<file path="src/rtl/dmem_arb_pkg.sv">
// Shared types and sizing for the data-memory arbiter: FSM state encoding,
// counter widths and default parameter values.
package dmem_arb_pkg;

  typedef enum logic {
    IDLE  = 1'b0,
    STEAL = 1'b1
  } arb_state_e;

  localparam int WAIT_LIMIT_DEF = 8;
  localparam int MAX_BURST_DEF  = 4;

  localparam int WAIT_W  = 8;   // holds WAIT_LIMIT-1 up to 254
  localparam int BURST_W = 4;   // holds MAX_BURST-1 up to 14
  localparam int STAT_W  = 16;

endpackage

</file>
<file path="src/rtl/dmem_arbiter_if.sv">
// Bus bundle around the arbiter: core load/store path, dump read path and the
// datamem port. The slave modport is the arbiter's view.
interface dmem_arbiter_if;

  logic        core_valid;
  logic        core_we;
  logic [31:0] core_addr;
  logic [31:0] core_wdata;
  logic [31:0] core_rdata;
  logic        core_stall;

  logic        dump_req;
  logic [31:0] dump_addr;
  logic        dump_gnt;
  logic [31:0] dump_rdata;
  logic        dump_rvalid;

  logic        mem_we;
  logic [31:0] mem_addr;
  logic [31:0] mem_wdata;
  logic [31:0] mem_rdata;

  modport slave (
    input  core_valid, core_we, core_addr, core_wdata,
    input  dump_req, dump_addr,
    input  mem_rdata,
    output core_rdata, core_stall,
    output dump_gnt, dump_rdata, dump_rvalid,
    output mem_we, mem_addr, mem_wdata
  );

  modport master (
    output core_valid, core_we, core_addr, core_wdata,
    output dump_req, dump_addr,
    output mem_rdata,
    input  core_rdata, core_stall,
    input  dump_gnt, dump_rdata, dump_rvalid,
    input  mem_we, mem_addr, mem_wdata
  );

endinterface

</file>
<file path="src/rtl/dmem_arb_stats.sv">
// Saturating stall/dump-grant counters; the module only exists when
// DMEM_ARB_STATS_EN is defined.
`ifdef DMEM_ARB_STATS_EN
module dmem_arb_stats
  import dmem_arb_pkg::*;
(
  input  logic              clk,
  input  logic              syncreset,
  input  logic              stall,
  input  logic              gnt,
  output logic [STAT_W-1:0] stat_stall,
  output logic [STAT_W-1:0] stat_dump
);

  always_ff @(posedge clk) begin
    if (syncreset) begin
      stat_stall <= '0;
      stat_dump  <= '0;
    end else begin
      if (stall && (stat_stall != '1)) stat_stall <= stat_stall + 1'b1;
      if (gnt && (stat_dump != '1))    stat_dump  <= stat_dump + 1'b1;
    end
  end

endmodule
`endif

</file>
<file path="src/rtl/dmem_arbiter.sv">
// Data-memory arbiter: core has priority, dump engine takes idle slots and
// steals bounded bursts after waiting. Optional counters: DMEM_ARB_STATS_EN.
module dmem_arbiter
  import dmem_arb_pkg::*;
#(
  parameter int WAIT_LIMIT = WAIT_LIMIT_DEF,
  parameter int MAX_BURST  = MAX_BURST_DEF
) (
  input  logic              clk,
  input  logic              syncreset,
  dmem_arbiter_if.slave     bus
`ifdef DMEM_ARB_STATS_EN
  ,
  output logic [STAT_W-1:0] stat_stall,
  output logic [STAT_W-1:0] stat_dump
`endif
);

  localparam logic [WAIT_W-1:0]  WAIT_LAST  = WAIT_W'(WAIT_LIMIT - 1);
  localparam logic [BURST_W-1:0] BURST_LAST = BURST_W'(MAX_BURST - 1);

  arb_state_e         state;
  logic [WAIT_W-1:0]  wait_cnt;
  logic [BURST_W-1:0] burst_cnt;
  logic               dump_sel;
  logic               gnt;
  logic               stall;
  logic [31:0]        dump_rdata_q;
  logic               dump_rvalid_q;

  // Grant, stall and port select are Mealy; held low while reset is asserted.
  // NOTE: every always_comb output gets a default first so no latch is inferred.
  always_comb begin
    dump_sel = 1'b0;
    gnt      = 1'b0;
    stall    = 1'b0;
    if (!syncreset) begin
      unique case (state)
        IDLE: begin
          if (bus.dump_req && !bus.core_valid) begin
            dump_sel = 1'b1;
            gnt      = 1'b1;
          end
        end
        STEAL: begin
          // Dropping dump_req hands the port straight back to the core.
          if (bus.dump_req) begin
            dump_sel = 1'b1;
            gnt      = 1'b1;
            stall    = bus.core_valid;
          end
        end
      endcase
    end
  end

  assign bus.mem_we     = !dump_sel && bus.core_valid && bus.core_we;
  assign bus.mem_addr   = dump_sel ? bus.dump_addr : bus.core_addr;
  assign bus.mem_wdata  = bus.core_wdata;
  assign bus.core_rdata = dump_sel ? 32'h0 : bus.mem_rdata;
  assign bus.core_stall = stall;
  assign bus.dump_gnt   = gnt;
  assign bus.dump_rdata  = dump_rdata_q;
  assign bus.dump_rvalid = dump_rvalid_q;

  // NOTE: sequential state uses non-blocking assignments only.
  always_ff @(posedge clk) begin
    if (syncreset) begin
      state         <= IDLE;
      wait_cnt      <= '0;
      burst_cnt     <= '0;
      dump_rvalid_q <= 1'b0;
      dump_rdata_q  <= '0;
    end else begin
      dump_rvalid_q <= gnt;
      if (gnt) dump_rdata_q <= bus.mem_rdata;

      unique case (state)
        IDLE: begin
          if (bus.dump_req && bus.core_valid) begin
            if (wait_cnt == WAIT_LAST) begin
              state    <= STEAL;
              wait_cnt <= '0;
            end else begin
              wait_cnt <= wait_cnt + 1'b1;
            end
          end else begin
            wait_cnt <= '0;
          end
        end
        STEAL: begin
          if (!bus.dump_req || (burst_cnt == BURST_LAST)) begin
            state     <= IDLE;
            wait_cnt  <= '0;
            burst_cnt <= '0;
          end else begin
            burst_cnt <= burst_cnt + 1'b1;
          end
        end
      endcase
    end
  end

`ifdef DMEM_ARB_STATS_EN
  dmem_arb_stats u_stats (
    .clk        (clk),
    .syncreset  (syncreset),
    .stall      (stall),
    .gnt        (gnt),
    .stat_stall (stat_stall),
    .stat_dump  (stat_dump)
  );
`endif

endmodule

</file>
<file path="src/flat_wrapper.sv">
// flat-port wrapper written by rule: the top's interface ports become plain ports
module dmem_arbiter_flat import dmem_arb_pkg::*;
#(
  parameter int WAIT_LIMIT = WAIT_LIMIT_DEF,
  parameter int MAX_BURST  = MAX_BURST_DEF
)
  (clk, syncreset, bus_core_valid, bus_core_we, bus_core_addr, bus_core_wdata, bus_dump_req, bus_dump_addr, bus_mem_rdata, bus_core_rdata, bus_core_stall, bus_dump_gnt, bus_dump_rdata, bus_dump_rvalid, bus_mem_we, bus_mem_addr, bus_mem_wdata);
  dmem_arbiter_if bus_i ();
  input  logic clk;
  input  logic syncreset;
  input wire logic [$bits(bus_i.core_valid)-1:0] bus_core_valid;
  input wire logic [$bits(bus_i.core_we)-1:0] bus_core_we;
  input wire logic [$bits(bus_i.core_addr)-1:0] bus_core_addr;
  input wire logic [$bits(bus_i.core_wdata)-1:0] bus_core_wdata;
  input wire logic [$bits(bus_i.dump_req)-1:0] bus_dump_req;
  input wire logic [$bits(bus_i.dump_addr)-1:0] bus_dump_addr;
  input wire logic [$bits(bus_i.mem_rdata)-1:0] bus_mem_rdata;
  output wire logic [$bits(bus_i.core_rdata)-1:0] bus_core_rdata;
  output wire logic [$bits(bus_i.core_stall)-1:0] bus_core_stall;
  output wire logic [$bits(bus_i.dump_gnt)-1:0] bus_dump_gnt;
  output wire logic [$bits(bus_i.dump_rdata)-1:0] bus_dump_rdata;
  output wire logic [$bits(bus_i.dump_rvalid)-1:0] bus_dump_rvalid;
  output wire logic [$bits(bus_i.mem_we)-1:0] bus_mem_we;
  output wire logic [$bits(bus_i.mem_addr)-1:0] bus_mem_addr;
  output wire logic [$bits(bus_i.mem_wdata)-1:0] bus_mem_wdata;
  assign bus_i.core_valid = bus_core_valid;
  assign bus_i.core_we = bus_core_we;
  assign bus_i.core_addr = bus_core_addr;
  assign bus_i.core_wdata = bus_core_wdata;
  assign bus_i.dump_req = bus_dump_req;
  assign bus_i.dump_addr = bus_dump_addr;
  assign bus_i.mem_rdata = bus_mem_rdata;
  assign bus_core_rdata = bus_i.core_rdata;
  assign bus_core_stall = bus_i.core_stall;
  assign bus_dump_gnt = bus_i.dump_gnt;
  assign bus_dump_rdata = bus_i.dump_rdata;
  assign bus_dump_rvalid = bus_i.dump_rvalid;
  assign bus_mem_we = bus_i.mem_we;
  assign bus_mem_addr = bus_i.mem_addr;
  assign bus_mem_wdata = bus_i.mem_wdata;
  dmem_arbiter #(.WAIT_LIMIT(WAIT_LIMIT), .MAX_BURST(MAX_BURST)) u_core (.clk(clk), .syncreset(syncreset), .bus(bus_i));
endmodule
</file>
<file path="config.mk">
export PLATFORM = sky130hd
export DESIGN_NAME = dmem_arbiter_flat
export DESIGN_NICKNAME = d
export VERILOG_FILES = /design/src/rtl/dmem_arb_pkg.sv /design/src/rtl/dmem_arbiter_if.sv /design/src/rtl/dmem_arb_stats.sv /design/src/rtl/dmem_arbiter.sv /design/src/flat_wrapper.sv
export SDC_FILE = /design/constraint.sdc
export NUM_CORES = 1
export LEC_CHECK = 0
export CORE_AREA = 5 5 111 87
export CTS_CLUSTER_SIZE = 12
export DETAILED_ROUTE_END_ITERATION = 10
export DIE_AREA = 0 0 116 92
export PLACE_DENSITY = 0.92
export SYNTH_ARGS = -nofsm -noshare
export SYNTH_HDL_FRONTEND = slang
export SYNTH_SLANG_ARGS = --single-unit
export TNS_END_PERCENT = 1
</file>
<file path="constraint.sdc">
create_clock -name clk -period 3.4 [get_ports clk]
set_input_delay 0.68 -clock clk [delete_from_list [all_inputs] [get_ports clk]]
set_output_delay 0.68 -clock clk [all_outputs]
set_load 0.02 [all_outputs]
</file>
======== Yosys cells after proc, flatten, opt, wreduce, memory -nomap -nowiden ========
Index checks and enable logic that the tools add are counted.
word-level totals
  flip-flop bits (word level) ............. 46
  input bits .............................. 133
  output and inout bits ................... 132
  word-level logic and storage cells ...... 37
operators by class
  add/subtract/negate cells ............... 2
  equal/unequal tests ..................... 3
  multiplexer cells ....................... 18
  bitwise operators ....................... 1
  reductions and logical operators ........ 8
operators with widths
  kind                 number
  $mux 32              2
  $mux 8               3
  $pmux 8 s2           1
  $mux 1               9
  $add 8x1->8 const B  1
  $eq 8x3->1 const B   1
  $add 4x1->4 const B  1
  $eq 4x2->1 const B   1
  $logic_and 1x1->1    4
  $mux 4               1
  $pmux 1 s2           2
  $logic_not 1->1      3
  $ne 2x2->1 const B   1
  $logic_or 1x1->1     1
  $not 1->1            1

======== Logic depth before layout (Yosys ltp) ========
Gate-level depths: netlist of the first run.
  depth in word-level cells ............... 8
  gate-level depth with buffers ........... 6
  mapped depth without buffers ............ 5

======== Worst setup path after synthesis of the first run ========
OpenSTA, ideal clock, no wires.
  path kind ............................... input port to output port
  start ................................... in bus_core_valid
  end ..................................... out bus_mem_addr[25]
  arrival time ............................ 1.713 ns
  required time ........................... 2.720 ns
  slack ................................... 1.007 ns
  stages on the path ...................... 6
  buffers on the path ..................... 2
  cell sequence ........................... nand2b_1 -> nand2_1 -> nor2_1 -> buf_4 -> buf_6 -> mux2_2
on the way
  word-level cells in the longest chain between the ends .. 6
RTL lines
  what               line                RTL
  start, declared    flat_wrapper.sv:11  input wire logic [$bits(bus_i.core_valid)-1:0] bus_core_valid;
  $logic_not 1->1    dmem_arbiter.sv:40  if (bus.dump_req && !bus.core_valid) begin
  $logic_and 1x1->1  dmem_arbiter.sv:40
  $mux 1             dmem_arbiter.sv:40
  $pmux 1 s2         dmem_arbiter.sv:38  unique case (state)
  $mux 1             dmem_arbiter.sv:37  if (!syncreset) begin
  $mux 32            dmem_arbiter.sv:58  assign bus.mem_addr = dump_sel ? bus.dump_addr : bus.core_addr;
  end, declared      flat_wrapper.sv:24  output wire logic [$bits(bus_i.mem_addr)-1:0] bus_mem_addr;
No other way between the ends.

======== Worst setup path in the final report of the first run ========
  start ................................... in bus_dump_req
  end ..................................... out bus_mem_addr[14]
on the way
  word-level cells in the longest chain between the ends .. 5
  elaborated cells on any way between the ends .. 6
  classes of those cells .................. 5 x mux; 1 x reduce/logical
RTL lines
  what               line                RTL
  start, declared    flat_wrapper.sv:15  input wire logic [$bits(bus_i.dump_req)-1:0] bus_dump_req;
  $logic_and 1x1->1  dmem_arbiter.sv:40
  $mux 1             dmem_arbiter.sv:40
  $pmux 1 s2 (*)     dmem_arbiter.sv:38
  $mux 1 (*)         dmem_arbiter.sv:37
  $mux 32 (*)        dmem_arbiter.sv:58
Every way passes the cells marked *; elsewhere a longest branch is shown, timed or not.

==> results.json, run 1 <==
{
  "status": "finished clean",
  "gr-usage-all-layers": 0.168,
  "r2r-start": "u_core.burst_cnt[0]",
  "p_per_area_mw_per_mm2": 337,
  "core_sq_mm": 0.00835,
  "drive_gt1_frac": 0.115,
  "worst_pin_slew_ns": 0.641,
  "period_needed_ns": 3.31,
  "syn-num-nets": 457,
  "crit_required_ns": 2.72,
  "leakage_nw": 1.71,
  "grt_overflow_total": 0,
  "grt_pass1_vias": 2884,
  "synth-edff-count": 0,
  "post-route-util": 0.562,
  "drcViolationCount": 0,
  "viasPerCell": 4.71,
  "finClkSkew_ns": 0.00590,
  "drt-pass1-iter-count": 4,
  "dieArea_sq_mm": 0.0107,
  "syn-instance-count": 322,
  "dieHeight_um": 92,
  "maxSlewViolCount": 0,
  "clock_latency_ns": 0.28,
  "antenna_found_initial": 0,
  "clockBufferDepth": 2,
  "wl_per_cell_um": 16.2,
  "die_w_um": 116,
  "h-tree-depth": 2,
  "cp-end-kind": "output port",
  "hold_start": "u_core.bus.dump_rdata[10]",
  "via_count": 2809,
  "max_freq_mhz": 302,
  "hold_viol": 0,
  "ys.flop_type": "dfxtp_1",
  "synth.avg_cell_area_sq_um": 8.14,
  "port_buffers": 200,
  "synth.distinct_cells": 36,
  "synth-seq-cells": 46,
  "cts-root-buf": "clkbuf_16",
  "dp_hpwl_mm": 7.83,
  "ant_nets": 0,
  "cap_violations": 0,
  "cts.sinks": 46,
  "wl_mm": 9.66,
  "num_io_pins": 265,
  "num_rows": 29,
  "grt_max_degree": 42,
  "hp-class": "flip-flop to flip-flop",
  "ys_seq_area_frac": 0.351,
  "path_max_fanout": 35,
  "drt_first_iter_violations": 132,
  "arrival_ns": 2.63,
  "post-route-period-util": 0.973,
  "async_reset_ff_frac": 0,
  "postCtsHoldBufs": 0,
  "gp_congestion": 0.847,
  "critical_path.startpoint": "bus_dump_req",
  "clkTransAtPathRegs_ns": 0.06,
  "cts_inserted_buffers": 5,
  "synth.cell_area_sq_mm": 0.00262,
  "ctsResizeCount": 0,
  "cts_tree": "done",
  "ir_worst_vdd_mv": 0.237,
  "num_antenna_cells": 0,
  "cp-start-kind": "input pin",
  "synth_warnings": 0,
  "areaGrowthSynthToFinish_pct": 78.9,
  "post_cts_buffers": 0,
  "fin_setup_tns_ns": 0,
  "slew_headroom": 0.573,
  "fillers": 720,
  "start_util": 0.314,
  "grt_pass1_wl_mm": 14.5,
  "setup_viol": 0,
  "rsz0062_at_grt": "no",
  "fin_nets": 622,
  "path_class": "input pin to output port"
}
sequential cells by signal, indices dropped and copies added, names as in the netlist:
| register | flops |
|---|---|
| u_core.bus.dump_rvalid | 1 |
| u_core.wait_cnt | 8 |
| u_core.state | 1 |
| u_core.bus.dump_rdata | 32 |
| u_core.burst_cnt | 4 |
kinds of logic after synthesis:
group / count (synthesis) / synth area share
simple gates: 134 / 0.246
buf+inv: 52 / 0.127
compound gates: 51 / 0.112
flops: 46 / 0.351
mux: 32 / 0.137
xor+xnor: 5 / 0.0167
fa+ha+maj: 2 / 0.00955
metal layers:
layer  global-route usage  share of wire
met1                0.168           0.35
met2                0.309           0.51
met3               0.0803           0.13
met4               0.0454          0.012
met5                    0              0
path summary, 6_finish.rpt:
path | end | slack (ns) | depth (start not counted)
min reg2reg | u_core.bus.dump_rdata[10] | 0.45 | 2
max reg2reg | u_core.burst_cnt[3] | 1.66 | 5
max | bus_mem_addr[14] | 0.09 | 6
min | u_core.bus.dump_rdata[10] | 0.45 | 2
through the flow:
step / total power, mW / area (sq um) / hold WS, ns / setup slack [ns] / instances
floorplan: 0.826 / 2620 / 0.443 / 1.01 / 322
global placement: 1.05 / 4520 / 0.442 / 0.130 / 588
detailed placement: 1.06 / 4520 / 0.449 / 0.0883 / 588
CTS: 1.60 / 4690 / 0.458 / 0.0924 / 596
global route: 1.65 / 4690 / 0.479 / 0.0156 / 596
finish: 1.58 / 4690 / 0.454 / 0.0932 / 596
critical path, stage by stage:
cell and delay, ns:
clkdlybuf4s50_1 0.53, nand2_1 0.12, nor2_4 0.14, buf_12 0.22
mux2_2 0.37, clkdlybuf4s50_1 0.55
layout by cell type, fill, tap and decap left out, types with 2 or more instances in the layout:
cell type          n
clkdlybuf4s50_1  199
nand2_1           70
dfxtp_1           46
a21oi_1           37
mux2_2            32
nor2b_1           32
nor2_1            12
buf_4              6
xor2_1             5
clkbuf_16          5
o21ai_0            4
nor3_1             3
inv_1              2
and3_1             2
nand3_1            2
nand3b_1           2
o211ai_1           2
ha_1               2
buf_12             2
cell usage after synthesis (2+ instances only):
cell,count,area (sq um)
o211ai_1,2,15.0
clkbuf_1,11,41.3
dfxtp_1,46,921
nor3_1,3,15.0
nor2_1,13,48.8
mux2_2,32,360
nand3_1,2,10.0
buf_4,33,248
ha_1,2,25.0
a21oi_1,38,190
nand2_1,70,263
nand3b_1,2,15.0
inv_1,2,7.51
buf_2,5,25.0
and3_1,2,12.5
o21ai_0,4,20.0
nor2b_1,32,200
xor2_1,5,43.8
power by group:
group | internal (mW) | leakage, nW | switching (mW) | total [mW]
Sequential | 0.558 | 0.375 | 0.00942 | 0.567
Clock | 0.347 | 0.0771 | 0.190 | 0.537
Combinational | 0.271 | 1.26 | 0.206 | 0.477
Total | 1.18 | 1.71 | 0.405 | 1.58
cell type report:
class	instances	area, sq um	share of cell area
Clock buffer	6	129	0.0275
Clock inverter	2	37.5	0.00800
Inverter	2	7.51	0.00160
Multi-Input combinational cell	224	1380	0.294
Sequential cell	46	921	0.196
Tap cell	108	135	0.0288
Timing Repair Buffer	208	2080	0.444
No activity file was read; power rests on OpenSTA's default activity.
==> run 2: changes to the inputs <==
--- a/config.mk
+++ b/config.mk
@@ -10,6 +10,7 @@
 export DETAILED_ROUTE_END_ITERATION = 10
 export DIE_AREA = 0 0 116 92
 export PLACE_DENSITY = 0.92
+export SLEW_MARGIN = 40
 export SYNTH_ARGS = -nofsm -noshare
 export SYNTH_HDL_FRONTEND = slang
 export SYNTH_SLANG_ARGS = --single-unit
==> results of run 2 <==
Final layout, timing and power as in run 1 (identical DEF).
